==> config.mk <==
export PLATFORM = sky130hd
export DESIGN_NAME = fir_block_driver
export DESIGN_NICKNAME = d
export VERILOG_FILES = /design/src/rtl/fir_block_driver.sv
export SDC_FILE = /design/constraint.sdc
export NUM_CORES = 1
export LEC_CHECK = 0
export ABC_AREA = 1
export CAP_MARGIN = 20
export CORE_ASPECT_RATIO = 0.5
export CORE_MARGIN = 2
export CORE_UTILIZATION = 49
export CTS_CLUSTER_SIZE = 24
export DETAILED_ROUTE_END_ITERATION = 7
export GPL_TIMING_DRIVEN = 0
export PLACE_DENSITY = 0.86
export SKIP_CTS_REPAIR_TIMING = 1
export SYNTH_ARGS = -nofsm -noshare
export SYNTH_HDL_FRONTEND = slang
export SYNTH_SLANG_ARGS = --single-unit
==> constraint.sdc <==
create_clock -name clkIn -period 3.7 [get_ports clkIn]
set_clock_uncertainty 0.15 [all_clocks]
set_input_delay 0.925 -clock clkIn [delete_from_list [all_inputs] [get_ports clkIn]]
set_output_delay 0.925 -clock clkIn [all_outputs]
set_load 0.1 [all_outputs]
==> src/rtl/fir_block_driver.sv <==
// Stream adapter around the block FIR core: packs SAMPLES_NUM samples, starts the core,
// then quantizes and streams the results. Build option: FIR_DRIVER_ROUND_EN (round half up).
module fir_block_driver #(
    parameter int SAMPLES_NUM = 4,
    parameter int OUT_SHIFT   = 15
) (
    input  logic                      clkIn,
    input  logic                      resetIn,
    input  logic [15:0]               sampleIn,
    input  logic                      sampleValidIn,
    output logic                      sampleReadyOut,
    output logic                      firStartOut,
    input  logic                      firBusyIn,
    input  logic                      firDoneIn,
    output logic [16*SAMPLES_NUM-1:0] firDataOut,
    input  logic [32*SAMPLES_NUM-1:0] firDataIn,
    output logic [15:0]               resultOut,
    output logic                      resultValidOut,
    input  logic                      resultReadyIn,
    output logic                      resultSatOut
);
    localparam int IW = (SAMPLES_NUM > 1) ? $clog2(SAMPLES_NUM) : 1;
    localparam logic [IW-1:0] LAST = IW'(SAMPLES_NUM - 1);

    typedef enum logic [1:0] {COLLECT, START, WAIT, EMIT} state_t;

    state_t                    r_state;
    logic [IW-1:0]             r_cnt;
    logic [IW-1:0]             r_idx;
    logic [16*SAMPLES_NUM-1:0] r_fir_data;
    logic [32*SAMPLES_NUM-1:0] r_results;
    logic                      r_sample_ready;
    logic                      r_fir_start;
    logic [15:0]               r_result;
    logic                      r_result_valid;
    logic                      r_result_sat;

    logic                      w_sample_acc;
    logic                      w_result_acc;
    logic [IW-1:0]             w_next_idx;
    logic [31:0]               w_elem [2**IW];
    logic [16:0]               w_q_first;
    logic [16:0]               w_q_next;

    // Returns {saturated, value}; evaluated at 33 bits so rounding cannot overflow.
    function automatic logic [16:0] quant(input logic [31:0] e);
        logic signed [32:0] x;
        x = {e[31], e};
`ifdef FIR_DRIVER_ROUND_EN
        x = x + (33'sd1 <<< (OUT_SHIFT - 1));
`endif
        x = x >>> OUT_SHIFT;
        if (x > 33'sd32767)
            return {1'b1, 16'h7FFF};
        else if (x < -33'sd32768)
            return {1'b1, 16'h8000};
        else
            return {1'b0, x[15:0]};
    endfunction

    // Element i lives in the i-th slot counted from the MSB end of the result word.
    genvar gi;
    generate
        for (gi = 0; gi < 2**IW; gi++) begin : g_elem
            if (gi < SAMPLES_NUM) begin : g_used
                assign w_elem[gi] = r_results[32*(SAMPLES_NUM-1-gi) +: 32];
            end else begin : g_pad
                assign w_elem[gi] = 32'd0;
            end
        end
    endgenerate

    assign w_sample_acc = sampleValidIn && r_sample_ready;
    assign w_result_acc = r_result_valid && resultReadyIn;
    assign w_next_idx   = r_idx + 1'b1;
    assign w_q_first    = quant(firDataIn[32*(SAMPLES_NUM-1) +: 32]);
    assign w_q_next     = quant(w_elem[w_next_idx]);

    always_ff @(posedge clkIn) begin
        if (resetIn) begin
            r_state        <= COLLECT;
            r_cnt          <= '0;
            r_idx          <= '0;
            r_fir_data     <= '0;
            r_results      <= '0;
            r_sample_ready <= 1'b0;
            r_fir_start    <= 1'b0;
            r_result       <= '0;
            r_result_valid <= 1'b0;
            r_result_sat   <= 1'b0;
        end else begin
            case (r_state)
                COLLECT: begin
                    r_sample_ready <= 1'b1;
                    if (w_sample_acc) begin
                        for (int k = 0; k < SAMPLES_NUM; k++)
                            if (r_cnt == IW'(k))
                                r_fir_data[16*k +: 16] <= sampleIn;
                        if (r_cnt == LAST) begin
                            r_cnt          <= '0;
                            r_sample_ready <= 1'b0;
                            r_fir_start    <= !firBusyIn;
                            r_state        <= START;
                        end else begin
                            r_cnt <= r_cnt + 1'b1;
                        end
                    end
                end
                START: begin
                    // The pulse is on the wire this cycle when r_fir_start is set.
                    if (r_fir_start) begin
                        r_fir_start <= 1'b0;
                        r_state     <= WAIT;
                    end else begin
                        r_fir_start <= !firBusyIn;
                    end
                end
                WAIT: begin
                    if (firDoneIn) begin
                        r_results      <= firDataIn;
                        r_idx          <= '0;
                        r_result       <= w_q_first[15:0];
                        r_result_sat   <= w_q_first[16];
                        r_result_valid <= 1'b1;
                        r_state        <= EMIT;
                    end
                end
                EMIT: begin
                    if (w_result_acc) begin
                        if (r_idx == LAST) begin
                            r_result_valid <= 1'b0;
                            r_result_sat   <= 1'b0;
                            r_sample_ready <= 1'b1;
                            r_state        <= COLLECT;
                        end else begin
                            r_idx        <= w_next_idx;
                            r_result     <= w_q_next[15:0];
                            r_result_sat <= w_q_next[16];
                        end
                    end
                end
                default: r_state <= COLLECT;
            endcase
        end
    end

    assign sampleReadyOut = r_sample_ready;
    assign firStartOut    = r_fir_start;
    assign firDataOut     = r_fir_data;
    assign resultOut      = r_result;
    assign resultValidOut = r_result_valid;
    assign resultSatOut   = r_result_sat;

endmodule

# After elaboration in Yosys (flattened, before gate mapping)
# Cells that the tools add are included.
# W data, S select, Z words.
# word_totals
elab_cells,95
reg_bits,218
input_bits,150
# op_classes
n_eq_ne,14
order_cmp,5
n_addsub,2
n_mux,40
n_bitwise,1
reduce_logical,20
# ops
cell,count
$mux W17,4
$bmux W32 S2,1
$mux W32,2
$mux W16,3
$gt A17 B16 Y1 const B,2
$lt A17 B16 Y1 const B,2
$pmux W16 S2,1
$reduce_and A3 Y1,7
$mux W2,10
$ne A2 B2 Y1 const B,7
$mux W1,13
$eq A2 B2 Y1 const B,5
$pmux W1 S2,4
$pmux W2 S4,1
$reduce_and A4 Y1,2
$reduce_and A6 Y1,1
$reduce_bool A2 Y1,3
$add A2 B1 Y2 const B,2
$eq A2 B1 Y1 const B,2
$logic_not A2 Y1,2
$pmux W2 S2,1
$reduce_and A2 Y1,2
$ge A3 B3 Y1 const B,1
$not A2 Y3,1
other kinds (2),3

# Logic depth before layout (Yosys ltp)
# logic_depth
word_depth,11
mapped_depth,10

# Worst setup path after synthesis
# Ideal clock, no wire load.
# synth_path
kind,reg2reg
startpoint,register r_sample_ready (netlist: sampleReadyOut)
endpoint,register r_fir_data[54] (netlist: firDataOut[54])
path_buffers,1
arrival_ps,1932
stages_incl_launch_ff,7
setup_slack_ps,1500
cell_sequence,dfxtp_1 > nand3_2 > nor2_2 > inv_1 > clkbuf_1 > nor2_1 > nor2_1
# synth_between
elab_chain_len,2
# synth_lines
item,line_no,rtl
from (decl),32,logic r_sample_ready;
from (signal assigned),86,r_sample_ready <= 1'b0;
from (signal assigned),94,r_sample_ready <= 1'b1;
from (signal assigned),101,r_sample_ready <= 1'b0;
$logic_and A1 B1 Y1,73,assign w_sample_acc = sampleValidIn && r_sample_ready;
$reduce_and A3 Y1 (no source line),-,
"to (signal, indexed assignment)",98,r_fir_data[16*k +: 16] <= sampleIn;
to (decl),30,logic [16*SAMPLES_NUM-1:0] r_fir_data;
# No other way between the ends.
# A chain may end at the register's enable or synchronous reset.

# Worst setup path in the final report
# layout_path
startpoint,register r_fir_data[20] (netlist: firDataOut[20])
endpoint,output firDataOut[20]
# layout_rtl
item,line_no,rtl
to (decl),15,"output logic [16*SAMPLES_NUM-1:0] firDataOut,"
# No word-level cell between the ends.

==> results.md <==
* Outcome: complete, no violations
* Reg clk slew, reported paths at 0.06 ns
* Required time of the critical path at 2.62 ns
* CTS H-tree lvls at 4
* Vias at 6,947
* Chip height at 86.1 um
* Sequential area share after synthesis at 0.479
* Critical-path top delay cell: clkdlybuf4s50_1
* Period utilization at 0.820
* Clock power frac at 0.291
* Worst R2R End: resultOut[2]$_SDFFE_PP0P_
* IO buf count at 173
* DIE WIDTH at 168 um
* Post-synth EDFFs at 0
* Starting Density at 0.511
* Final Max Tran Viols at 0
* Post-route setup slack at 0.665 ns
* # DRC at 0
* Synth-to-Final Area Change at 38.6%
* Sequential share of power at 0.339
* Synth Cell Area at 0.00660 sq mm
* Vias in the first global route at 6,821
* Routability cong. at 0.883
* Critical Path End Type: output pin
* First-pass GRT wire length at 32,800 um
* Initial DRT Pass Iterations at 5
* Hold endpoint: r_idx[1]$_SDFFE_PP0P_
* Cells on worst reg2reg path at 8
* Clock period minus worst slack at 3.04 ns
* IO Pins at 234
* Non-Filler Instances at 1,299
* Buf/Inv on CP at 1
* Ys flop type: dfxtp_1
* Most frequent cells after synthesis: nor2_1 (259), dfxtp_1 (158), nand2_1 (142)
* Final wirelength at 20,500 um
* Worst-skew pair later-pin latency at 0.41 ns
* Critical path launch point type: register
* TNS Setup at 0 ns
* Pwr per Cell Area at 687 mW/mm^2
* Hold Startpoint: r_idx[1]$_SDFFE_PP0P_
* Min-delay worst type: reg -> reg
* Clock Sink Count at 158
* Yosys top cell by area: dfxtp_1
* Asr flop ratio synth at 0
* Synth Warn # at 0
* RSZ-0062 raised after global routing: false
* Drt wl/cell at 15.8 um
* Cts bufs inserted at 17
* Routed vias/inst at 5.35
* Max IR drop VDD at 0.410 mV
* Max-slew headroom at the worst pin at 0.287
* Mean area per synthesized cell at 7.14 sq um
* Cells after Synth at 924
* Total core area at 0.0129 sq mm
* Final Hold Viols at 0
* Initial DRC count at 537
* Synth top area share at 0.479
* FP Rows at 29
* CP top delay family: buffers and inverters
* Total congestion overflow at 0
* CP peak stage delay at 1.17 ns
* Share of cells above drive strength 1 at 0.0549
* GRT Util Overall at 0.286
* Post-route ant nets at 0
* TritonCTS clock tree: built
* Worst slack at placement at 0.500 ns
* Worst Max-Slew Pin Slew at 1.07 ns
* Final setup violating endpoints at 0
* FF-to-FF Start: r_idx[0]$_SDFFE_PP0P_
* MaxCap Viol Count at 0
* # placed instances at 1,267
* Largest net degree at the start of global routing at 17
* Int Pwr at 3.71 mW
* Post-layout nets at 1,275
* Most numerous cell in the Yosys netlist: nor2_1
* Ranking of synthesized cells by area: dfxtp_1 (48%), nor2_1 (15%), o21ai_0 (11%)
* Critical path, cell by cell: clkdlybuf4s50_1
* Number of antenna cells inserted at 0
* Switching share of power at 0.410
* Fmax at 329 MHz
* CTS Root Cell: clkbuf_16
* Antenna violations before repair at 0
* Synthesized flop and latch total at 158
* Maximum fanout along the worst path at 2
* Setup Crit Path Kind: reg -> out
* Critical path arrival at 1.96 ns
* Syn nets at 1,083
* Hpwl dp at 15,000 um
* Clk buf depth at 2
* Worst reg-to-reg setup slack at 1.50 ns
* Die area at 0.0145 sq mm
* Switching power at 2.58 mW
* Pleak at 3.66 nW
* Post-synth cell types at 28
* Hold Path Depth at 2
* Combinational power share at 0.370
-- state kept, by name, indices dropped and copies added (netlist names) --
signal / cells
firDataOut: 64
firStartOut: 1
r_cnt: 2
r_idx: 2
r_results: 68
r_state: 2
resultOut: 16
resultSatOut: 1
resultValidOut: 1
sampleReadyOut: 1
-- cells by family after synthesis --
kind of cell / after synthesis / synth area share
compound gates: 220 / 0.181
fa+ha+maj: 9 / 0.0171
buf+inv: 92 / 0.0584
flops: 158 / 0.479
simple gates: 445 / 0.265
-- routing by layer --
layer / routed length [um] / up-vias / global-route usage / share of wire
li1: - / 3367 / - / -
met1: 8320 / 3226 / 0.332 / 0.41
met2: 9600 / 315 / 0.497 / 0.47
met3: 2200 / 39 / 0.0960 / 0.11
met4: 415 / 0 / 0.108 / 0.020
met5: 0 / - / 0 / 0
-- tightest hold or removal path, stage by stage, from the launching register on --
cell	delay (ns)
dfxtp_1	0.31
nand2_1	0.06
a21oi_1	0.05
-- through the flow --
step	area [sq um]	total power, mW	hold slack, ns	utilization
floorplan	6600	3.84	0.293	-
global placement	8540	4.40	0.303	0.661
detailed placement	8540	4.46	0.309	0.661
CTS	9150	6.27	0.317	0.708
global route	9150	6.56	0.357	0.708
finish	9150	6.29	0.317	0.708
-- power by group through the flow --
stage                     registers [mW]  logic, mW  clock network (mW)
final                               2.13       2.33                1.83
after global placement              2.15       2.25                   0
after global routing                2.16       2.50                1.89
after detailed placement            2.16       2.30                   0
after CTS                           2.13       2.32                1.83
after floorplan                     3.01      0.832                   0
-- final cells by class --
type	instances	area, sq um
plain buffers	55	246
clock buffers	21	450
clock inverters	11	155
fillers	1031	3770
inverters	37	139
multi-input cells	674	3050
flip-flops and latches	158	3160
well taps	170	213
repair buffers	173	1730
-- placed cells by master, fill, tap and decap left out, drive strengths merged, types with 2 or more instances in the layout --
| cell | Yosys | final |
|---|---|---|
| a21oi | 57 | 57 |
| buf | 18 | 18 |
| bufinv | 0 | 3 |
| clkbuf | 37 | 58 |
| clkdlybuf4s50 | 0 | 173 |
| clkinvlp | 0 | 4 |
| dfxtp | 158 | 158 |
| ha | 9 | 9 |
| inv | 36 | 40 |
| nand2 | 145 | 145 |
| nand3 | 38 | 38 |
| nor2 | 260 | 260 |
| nor3 | 2 | 2 |
| o211ai | 2 | 2 |
| o21ai | 144 | 144 |
| o21bai | 16 | 16 |
-- worst max-delay path by stage --
stage / from / end / slack (ns) / cells past startpoint
after global routing: firDataOut[20]$_SDFFE_PP0P_ / firDataOut[20] / 0.61 / 1
after detailed placement: resetIn / r_results[80]$_SDFFE_PP0P_ / 0.50 / 6
after floorplan: sampleReadyOut$_SDFFE_PP0P_ / firDataOut[54]$_SDFFE_PP0P_ / 1.50 / 6
after CTS: firDataOut[20]$_SDFFE_PP0P_ / firDataOut[20] / 0.64 / 1
final: firDataOut[20]$_SDFFE_PP0P_ / firDataOut[20] / 0.66 / 1
after global placement: resetIn / r_results[79]$_SDFFE_PP0P_ / 0.57 / 6
Note: power is estimated with default switching activity, not from simulation.
